### config.mk
export PLATFORM = sky130hd
export DESIGN_NAME = floppy_buffer_arbiter_flat
export DESIGN_NICKNAME = d
export VERILOG_FILES = /design/src/rtl/floppy_buffer_arbiter_if.sv /design/src/rtl/floppy_buffer_arbiter.sv /design/src/flat_wrapper.sv
export SDC_FILE = /design/constraint.sdc
export NUM_CORES = 1
export LEC_CHECK = 0
export BUFFER_PORTS_ARGS = -buffer_cell sky130_fd_sc_hd__buf_2
export CORE_UTILIZATION = 40
export CTS_CLUSTER_SIZE = 30
export DETAILED_ROUTE_END_ITERATION = 6
export PLACE_DENSITY = 0.75
export SLEW_MARGIN = 20
export SYNTH_ARGS = -nofsm -noshare
export SYNTH_HDL_FRONTEND = slang
export SYNTH_SLANG_ARGS = --single-unit
export TNS_END_PERCENT = 1
### constraint.sdc
create_clock -name clk -period 3.1 [get_ports clk]
set_input_delay 0.155 -clock clk [delete_from_list [all_inputs] [get_ports clk]]
set_output_delay 0.155 -clock clk [all_outputs]
set_load 0.005 [all_outputs]
### src/rtl/floppy_buffer_arbiter_if.sv
`default_nettype none
// +-----------------------------------------------------------------------------
// | floppy_buffer_arbiter_if
// | Bus bundle between the FDC port, the workhorse-CPU port and the sector RAM.
// | Revision: 1.0
// +-----------------------------------------------------------------------------
interface floppy_buffer_arbiter_if;
    logic       a_req;
    logic       a_we;
    logic [9:0] a_addr;
    logic [7:0] a_wdata;
    logic       a_ack;
    logic [7:0] a_rdata;

    logic       b_req;
    logic       b_we;
    logic [9:0] b_addr;
    logic [7:0] b_wdata;
    logic       b_ack;
    logic [7:0] b_rdata;
    logic       b_lock;

    logic [9:0] ram_addr;
    logic       ram_we;
    logic [7:0] ram_wdata;
    logic [7:0] ram_rdata;

    logic [1:0] gnt;

    modport slave (
        input  a_req, a_we, a_addr, a_wdata,
        input  b_req, b_we, b_addr, b_wdata, b_lock,
        input  ram_rdata,
        output a_ack, a_rdata, b_ack, b_rdata,
        output ram_addr, ram_we, ram_wdata, gnt
    );

    modport master (
        output a_req, a_we, a_addr, a_wdata,
        output b_req, b_we, b_addr, b_wdata, b_lock,
        output ram_rdata,
        input  a_ack, a_rdata, b_ack, b_rdata,
        input  ram_addr, ram_we, ram_wdata, gnt
    );
endinterface
`default_nettype wire

### src/rtl/floppy_buffer_arbiter.sv
`default_nettype none
// +-----------------------------------------------------------------------------
// | floppy_buffer_arbiter
// | Two-port arbiter (FDC = A, workhorse CPU = B) for a single-port 1024x8
// | sector RAM. Define FLOPPY_ARB_ROUNDROBIN_EN for round-robin on contention;
// | otherwise B has fixed priority.
// | Revision: 1.0
// +-----------------------------------------------------------------------------
module floppy_buffer_arbiter (
    input  wire logic              clk,
    input  wire logic              reset_n,
    input  wire logic              clken,
    floppy_buffer_arbiter_if.slave bus
);

    typedef enum logic [1:0] {
        ST_IDLE  = 2'd0,
        ST_ISSUE = 2'd1,
        ST_WAIT  = 2'd2,
        ST_ACK   = 2'd3
    } state_t;

    state_t     state_q;
    logic [1:0] gnt_q;
    logic       we_q;
    logic [9:0] addr_q;
    logic [7:0] wdata_q;
    logic [7:0] a_rdata_q;
    logic [7:0] b_rdata_q;
    logic       a_ack_q;
    logic       b_ack_q;

    logic       a_elig_d;
    logic       b_elig_d;
    logic       pick_b_d;

    // The lock only fences off new A grants; an A access already granted runs on.
    assign a_elig_d = bus.a_req & ~bus.b_lock;
    assign b_elig_d = bus.b_req;

`ifdef FLOPPY_ARB_ROUNDROBIN_EN
    logic rr_q;     // 0: A wins the next contested grant, 1: B wins it
    assign pick_b_d = b_elig_d & (~a_elig_d | rr_q);
`else
    assign pick_b_d = b_elig_d;
`endif

    always_ff @(posedge clk or negedge reset_n) begin
        if (!reset_n) begin
            state_q   <= ST_IDLE;
            gnt_q     <= 2'b00;
            we_q      <= 1'b0;
            addr_q    <= 10'd0;
            wdata_q   <= 8'd0;
            a_rdata_q <= 8'd0;
            b_rdata_q <= 8'd0;
            a_ack_q   <= 1'b0;
            b_ack_q   <= 1'b0;
`ifdef FLOPPY_ARB_ROUNDROBIN_EN
            rr_q      <= 1'b0;
`endif
        end else begin
            // Acks last one clk regardless of clken.
            a_ack_q <= 1'b0;
            b_ack_q <= 1'b0;
            if (clken) begin
                case (state_q)
                    ST_IDLE: begin
                        if (a_elig_d | b_elig_d) begin
                            gnt_q   <= pick_b_d ? 2'b10 : 2'b01;
                            we_q    <= pick_b_d ? bus.b_we    : bus.a_we;
                            addr_q  <= pick_b_d ? bus.b_addr  : bus.a_addr;
                            wdata_q <= pick_b_d ? bus.b_wdata : bus.a_wdata;
`ifdef FLOPPY_ARB_ROUNDROBIN_EN
                            if (a_elig_d & b_elig_d) begin
                                rr_q <= ~rr_q;
                            end
`endif
                            state_q <= ST_ISSUE;
                        end
                    end
                    ST_ISSUE: begin
                        state_q <= ST_WAIT;
                    end
                    ST_WAIT: begin
                        if (gnt_q[1]) begin
                            b_rdata_q <= bus.ram_rdata;
                            b_ack_q   <= 1'b1;
                        end else begin
                            a_rdata_q <= bus.ram_rdata;
                            a_ack_q   <= 1'b1;
                        end
                        state_q <= ST_ACK;
                    end
                    ST_ACK: begin
                        gnt_q   <= 2'b00;
                        state_q <= ST_IDLE;
                    end
                    default: begin
                        state_q <= ST_IDLE;
                    end
                endcase
            end
        end
    end

    // Combinational so an asynchronous reset in ISSUE kills the write before the edge.
    assign bus.ram_we    = (state_q == ST_ISSUE) & we_q & clken;
    assign bus.ram_addr  = addr_q;
    assign bus.ram_wdata = wdata_q;
    assign bus.gnt       = gnt_q;
    assign bus.a_ack     = a_ack_q;
    assign bus.b_ack     = b_ack_q;
    assign bus.a_rdata   = a_rdata_q;
    assign bus.b_rdata   = b_rdata_q;

endmodule
`default_nettype wire

### src/flat_wrapper.sv
// flat-port wrapper written by rule: the top's interface ports become plain ports
module floppy_buffer_arbiter_flat 
  (clk, reset_n, clken, bus_a_req, bus_a_we, bus_a_addr, bus_a_wdata, bus_b_req, bus_b_we, bus_b_addr, bus_b_wdata, bus_b_lock, bus_ram_rdata, bus_a_ack, bus_a_rdata, bus_b_ack, bus_b_rdata, bus_ram_addr, bus_ram_we, bus_ram_wdata, bus_gnt);
  floppy_buffer_arbiter_if bus_i ();
  input  wire logic clk;
  input  wire logic reset_n;
  input  wire logic clken;
  input wire logic [$bits(bus_i.a_req)-1:0] bus_a_req;
  input wire logic [$bits(bus_i.a_we)-1:0] bus_a_we;
  input wire logic [$bits(bus_i.a_addr)-1:0] bus_a_addr;
  input wire logic [$bits(bus_i.a_wdata)-1:0] bus_a_wdata;
  input wire logic [$bits(bus_i.b_req)-1:0] bus_b_req;
  input wire logic [$bits(bus_i.b_we)-1:0] bus_b_we;
  input wire logic [$bits(bus_i.b_addr)-1:0] bus_b_addr;
  input wire logic [$bits(bus_i.b_wdata)-1:0] bus_b_wdata;
  input wire logic [$bits(bus_i.b_lock)-1:0] bus_b_lock;
  input wire logic [$bits(bus_i.ram_rdata)-1:0] bus_ram_rdata;
  output wire logic [$bits(bus_i.a_ack)-1:0] bus_a_ack;
  output wire logic [$bits(bus_i.a_rdata)-1:0] bus_a_rdata;
  output wire logic [$bits(bus_i.b_ack)-1:0] bus_b_ack;
  output wire logic [$bits(bus_i.b_rdata)-1:0] bus_b_rdata;
  output wire logic [$bits(bus_i.ram_addr)-1:0] bus_ram_addr;
  output wire logic [$bits(bus_i.ram_we)-1:0] bus_ram_we;
  output wire logic [$bits(bus_i.ram_wdata)-1:0] bus_ram_wdata;
  output wire logic [$bits(bus_i.gnt)-1:0] bus_gnt;
  assign bus_i.a_req = bus_a_req;
  assign bus_i.a_we = bus_a_we;
  assign bus_i.a_addr = bus_a_addr;
  assign bus_i.a_wdata = bus_a_wdata;
  assign bus_i.b_req = bus_b_req;
  assign bus_i.b_we = bus_b_we;
  assign bus_i.b_addr = bus_b_addr;
  assign bus_i.b_wdata = bus_b_wdata;
  assign bus_i.b_lock = bus_b_lock;
  assign bus_i.ram_rdata = bus_ram_rdata;
  assign bus_a_ack = bus_i.a_ack;
  assign bus_a_rdata = bus_i.a_rdata;
  assign bus_b_ack = bus_i.b_ack;
  assign bus_b_rdata = bus_i.b_rdata;
  assign bus_ram_addr = bus_i.ram_addr;
  assign bus_ram_we = bus_i.ram_we;
  assign bus_ram_wdata = bus_i.ram_wdata;
  assign bus_gnt = bus_i.gnt;
  floppy_buffer_arbiter u_core (.clk(clk), .reset_n(reset_n), .clken(clken), .bus(bus_i));
endmodule
After elaboration in Yosys (flattened, before gate mapping) --
Index checks and enable logic that the tools add are counted.
Word-level totals: memory bits (writable) 0, register bits after elaboration 41, memories 0, latch bits 0, ROM bits 0, output and inout bits 39, word-level logic and storage cells 40
Operators by class: multiplexer cells 14, bitwise gates (word level) 6, magnitude comparators 0, add/sub/neg operators 0, equality and inequality tests 4, shifts and indexed selects 0, reductions and logical operators 7, divide/modulo/power cells 0, $mul 0
Operator list (count):
- 3-bit AND reduction | 4
- 10-bit two-way mux | 1
- 8-bit two-way mux | 1
- 2-bit one-hot mux with 4 select lines | 1
- 1-bit two-way mux | 7
- 2-bit two-way mux | 3
- 2-bit == test, second input constant | 2
- 2-bit one-hot mux with 2 select lines | 1
- 1-bit AND | 3
- 2-bit by 1-bit == test with 1-bit output, second input constant | 1
- 2-bit logical NOT | 1
- 2-bit by 1-bit inequality test with 1-bit output, second input constant | 1
- 1-bit NOT | 2
- 2-bit AND reduction | 1
- 2-bit nonzero test | 1
- 1-bit OR | 1

Depth between registers and ports, before layout --
depth after elaboration 5, mapped depth 6

Least setup slack after synthesis --
No wires, ideal clock.
path type flip-flop to flip-flop, start point register u_core.state_q[0], end point register u_core.addr_q[8] (netlist: u_core.bus.ram_addr[8]), path slack 1.547 ns, arrival 1.428 ns, stages on the path, launching flop included 7, setup time 0.125 ns, path buffers 2, required time 2.975 ns, clock period less this slack 1.553 ns, cells stage by stage dfrtp_1 -> inv_1 -> ha_1 -> o211a_1 -> buf_6 -> buf_12 -> mux2_4
On the way: word-level cells in the longest chain between the ends 2
RTL lines:
- start, declared | RTL line floppy_buffer_arbiter.sv:23 | state_t state_q;
- start signal, assigned | RTL line floppy_buffer_arbiter.sv:50 | state_q <= ST_IDLE;
- start signal, assigned | RTL line floppy_buffer_arbiter.sv:79 | state_q <= ST_ISSUE;
- start signal, assigned | RTL line floppy_buffer_arbiter.sv:83 | state_q <= ST_WAIT;
- 2-bit logical NOT | RTL line floppy_buffer_arbiter.sv:67 | case (state_q)
- 3-bit AND reduction (no line)
- end signal, assigned | RTL line floppy_buffer_arbiter.sv:72 | addr_q <= pick_b_d ? bus.b_addr : bus.a_addr;
- end, declared | RTL line floppy_buffer_arbiter.sv:26 | logic [9:0] addr_q;
No other way between the ends. A chain may end at the register's enable or synchronous reset.

Worst setup path after layout --
start point register u_core.state_q[0], end point register u_core.addr_q[5] (netlist: u_core.bus.ram_addr[5])
Same word-level chain as after synthesis.

==> run_results.csv <==
group,metric,value,unit
status,status,"finished with violations",
status,violations,"hold timing",
layout,drive_above_1_share,68.8,%
critical_path,ff2ff_setup_slack,1.03,ns
synthesis,synth.distinct_cells,22,
clock_network,clock_latency,0.28,ns
timing,relSlewSlack,40.7,%
die,fp.dieW,71.7,µm
synthesis,yosysWarnings,0,
clock_network,cts_buffers,5,
synthesis,netlist_area,1940,µm²
drt,vias,1337,
critical_path,start_kind,"flop",
drt,wirelength_met1,1.64,mm
drt,ant_nets,0,
timing,finalSetupViolCount,0,
synthesis,synth_top_area_cell,"dfrtp_1",
place,dp.cells,268,
worst_hold_path,min_path_type,"primary input to asynchronous set/reset pin",
timing,fin_skew,0.00489,ns
clock_network,path_clk_slew,0.07,ns
timing,period_share,66.7,%
drt,dr.pass1.iters,4,
clock_network,cts_resized,0,
power_and_ir_drop,p_int,1.47,mW
drt,drt-vias-per-instance,4.86,
place,dp_slack,1.02,ns
power_and_ir_drop,pwr-share-comb,38.6,%
synthesis,synthCells,129,
timing,setup_tns,0,ns
layout,layout.cells.non_filler,275,
power_and_ir_drop,pwr-share-clk,16.4,%
timing,hold_slack,-0.00907,ns
place,dpl.hpwl,2.70,mm
die,rows,25,
drt,met2WireLength,1.73,mm
place,gp_congestion,0.689,
drt,drc,0,
global_route,grt_pass1_wl,5.82,mm
timing,tightest_slew,0.890,ns
global_route,grt_overflow_total,0,
critical_path,path_max_fanout,19,
clock_network,cts_root_buffer,"clkbuf_8",
clock_network,cts_buffer_depth,2,
clock_network,htree_levels,2,
timing,worst_slack,1.03,ns
synthesis,ys_ff_latch,41,
die,start_util,41.4,%
timing,clock.fmax,0.483,GHz
power_and_ir_drop,power_density,829,nW/µm²
power_and_ir_drop,switching_share,29.1,%
timing,rsz0062_at_grt,"false",
die,num_io_pins,91,
die,fp.dieH,71.7,µm
drt,wl_met3,219,µm
synthesis,avgSynthCellArea,15.1,µm²
synthesis,synth_fp_nets,187,
place,portBuffers,90,
die,dieArea,5140,µm²
die,core,4690,µm²
critical_path,reg2reg_to,"u_core.bus.ram_addr[5]",
clock_network,cts_tree,"built",
critical_path,reg2regPathDepth,4,
global_route,antenna_found_initial,0,
clock_network,post_cts_buffers,0,
synthesis,synth_top_area_share,52.8,%
drt,drt-initial-drc-count,54,
synthesis,async_flop_share,100,%
run,maxCapViolCount,0,
power_and_ir_drop,pwr-share-seq,45.0,%
critical_path,critPathKind,"flop to flop",
global_route,grt_max_degree,42,
layout,nets,279,
drt,wl,3.62,mm
global_route,grt.total_usage,14.8,%
layout,area_growth,28.7,%
synthesis,yosys-top-cells-count,"mux2_2, dfrtp_1, mux2_4, ha_1",
power_and_ir_drop,power_switching,0.603,mW
critical_path,crit_arrival,2.23,ns
critical_path,regToRegStartpoint,"u_core.state_q[0]",
global_route,grt_pass1_vias,1245,
drt,drt-wirelength-per-cell,13.2,µm
timing,finalHoldViolCount,12,
power_and_ir_drop,vdd_drop_max,0.000375,V
synthesis,ys_seq_area_share,52.8,%
synthesis,ys_top_cells_by_area,"dfrtp_1, mux2_2, mux2_4",
timing,layout_min_cycle_time,2.07,ns
clock_network,holdBufCountCts,0,
critical_path,required,3.26,ns
timing,maxSlewViolCount,0,
synthesis,yosysMostFrequentCell,"mux2_2",
layout,insertedDiodeCount,0,
drt,top_layer_used,"met4",
clock_network,cts.sinks,41,
power_and_ir_drop,p_leak,1.29,nW
synthesis,synth_edf_count,0,
critical_path,end_kind,"flop",
synthesis,synth_ff_type,"dfrtp_1",
## metal layers
metal  global-route usage [%]  vias to the layer above
met5                        0                        -
met4                     4.58                        0
met3                     4.50                        4
met2                     23.6                       53
met1                     19.5                      639
li1                         -                      641
## how the worst max path moves through the flow
stage	from	slack, ns	to
detailed placement	u_core.state_q[0]	1.02	u_core.bus.ram_addr[5]
finish	u_core.state_q[0]	1.03	u_core.bus.ram_addr[5]
CTS	u_core.state_q[0]	1.02	u_core.bus.ram_addr[5]
global route	u_core.state_q[0]	0.88	u_core.bus.ram_addr[3]
floorplan	u_core.state_q[0]	1.55	u_core.bus.ram_addr[8]
global placement	u_core.state_q[0]	1.09	u_core.bus.ram_addr[5]
## metrics by stage
stage / power (mW) / utilization, % / cell area (µm²)
after global placement: 1.73 / 51.5 / 2420
after detailed placement: 1.76 / 51.5 / 2420
final: 2.07 / 53.3 / 2500
after floorplan: 1.41 / - / 1940
after global routing: 2.23 / 53.3 / 2500
after CTS: 2.10 / 53.3 / 2500
## worst max-delay path, stage by stage (launching register included)
cell and delay (ns):
dfrtp_1 0.40, inv_1 0.15, ha_1 0.23, o211a_1 0.75, mux2_2 0.41
## state kept, by name, summed over array words and instances, names as in the netlist
name and cells:
u_core.bus.a_rdata 8, u_core.we_q 1, u_core.bus.b_ack 1, u_core.bus.gnt 2
u_core.bus.ram_addr 10, u_core.bus.b_rdata 8, u_core.bus.a_ack 1, u_core.bus.ram_wdata 8
u_core.state_q 2
## power groups by stage
stage	sequential (mW)	combinational, mW	clock (mW)
after global routing	0.969	0.886	0.376
after CTS	0.936	0.814	0.354
final	0.934	0.800	0.340
after floorplan	0.955	0.454	0
after detailed placement	0.942	0.814	0
after global placement	0.935	0.796	0
## final cells by class
cell class	instances	area (µm²)
Tap cell	54	67.6
Clock buffer	7	86.3
Multi-Input combinational cell	80	861
Fill cell	426	2190
Inverter	3	11.3
Timing Repair Buffer	90	450
Sequential cell	41	1030
## logic make-up (layout without fill, tap and decap cells)
family / Yosys count / count (layout) / synth area share (%)
compound gates: 6 / 6 / 2.19
fa+ha+maj: 6 / 6 / 3.86
buf+inv: 8 / 100 / 2.96
flops: 41 / 41 / 52.8
mux: 57 / 57 / 34.8
simple gates: 11 / 11 / 3.41
## cell usage in the layout (no fill, tap or decap), types with 2 or more instances in the layout
| master | count |
|---|---|
| ha_1 | 6 |
| inv_1 | 3 |
| o21ai_0 | 2 |
| mux2_4 | 10 |
| dfrtp_1 | 41 |
| nand2b_1 | 2 |
| clkbuf_8 | 6 |
| nand2_1 | 2 |
| nor2_1 | 2 |
| mux2_2 | 45 |
| buf_2 | 90 |
| mux2i_1 | 2 |
No activity file was read; power rests on OpenSTA's default activity.
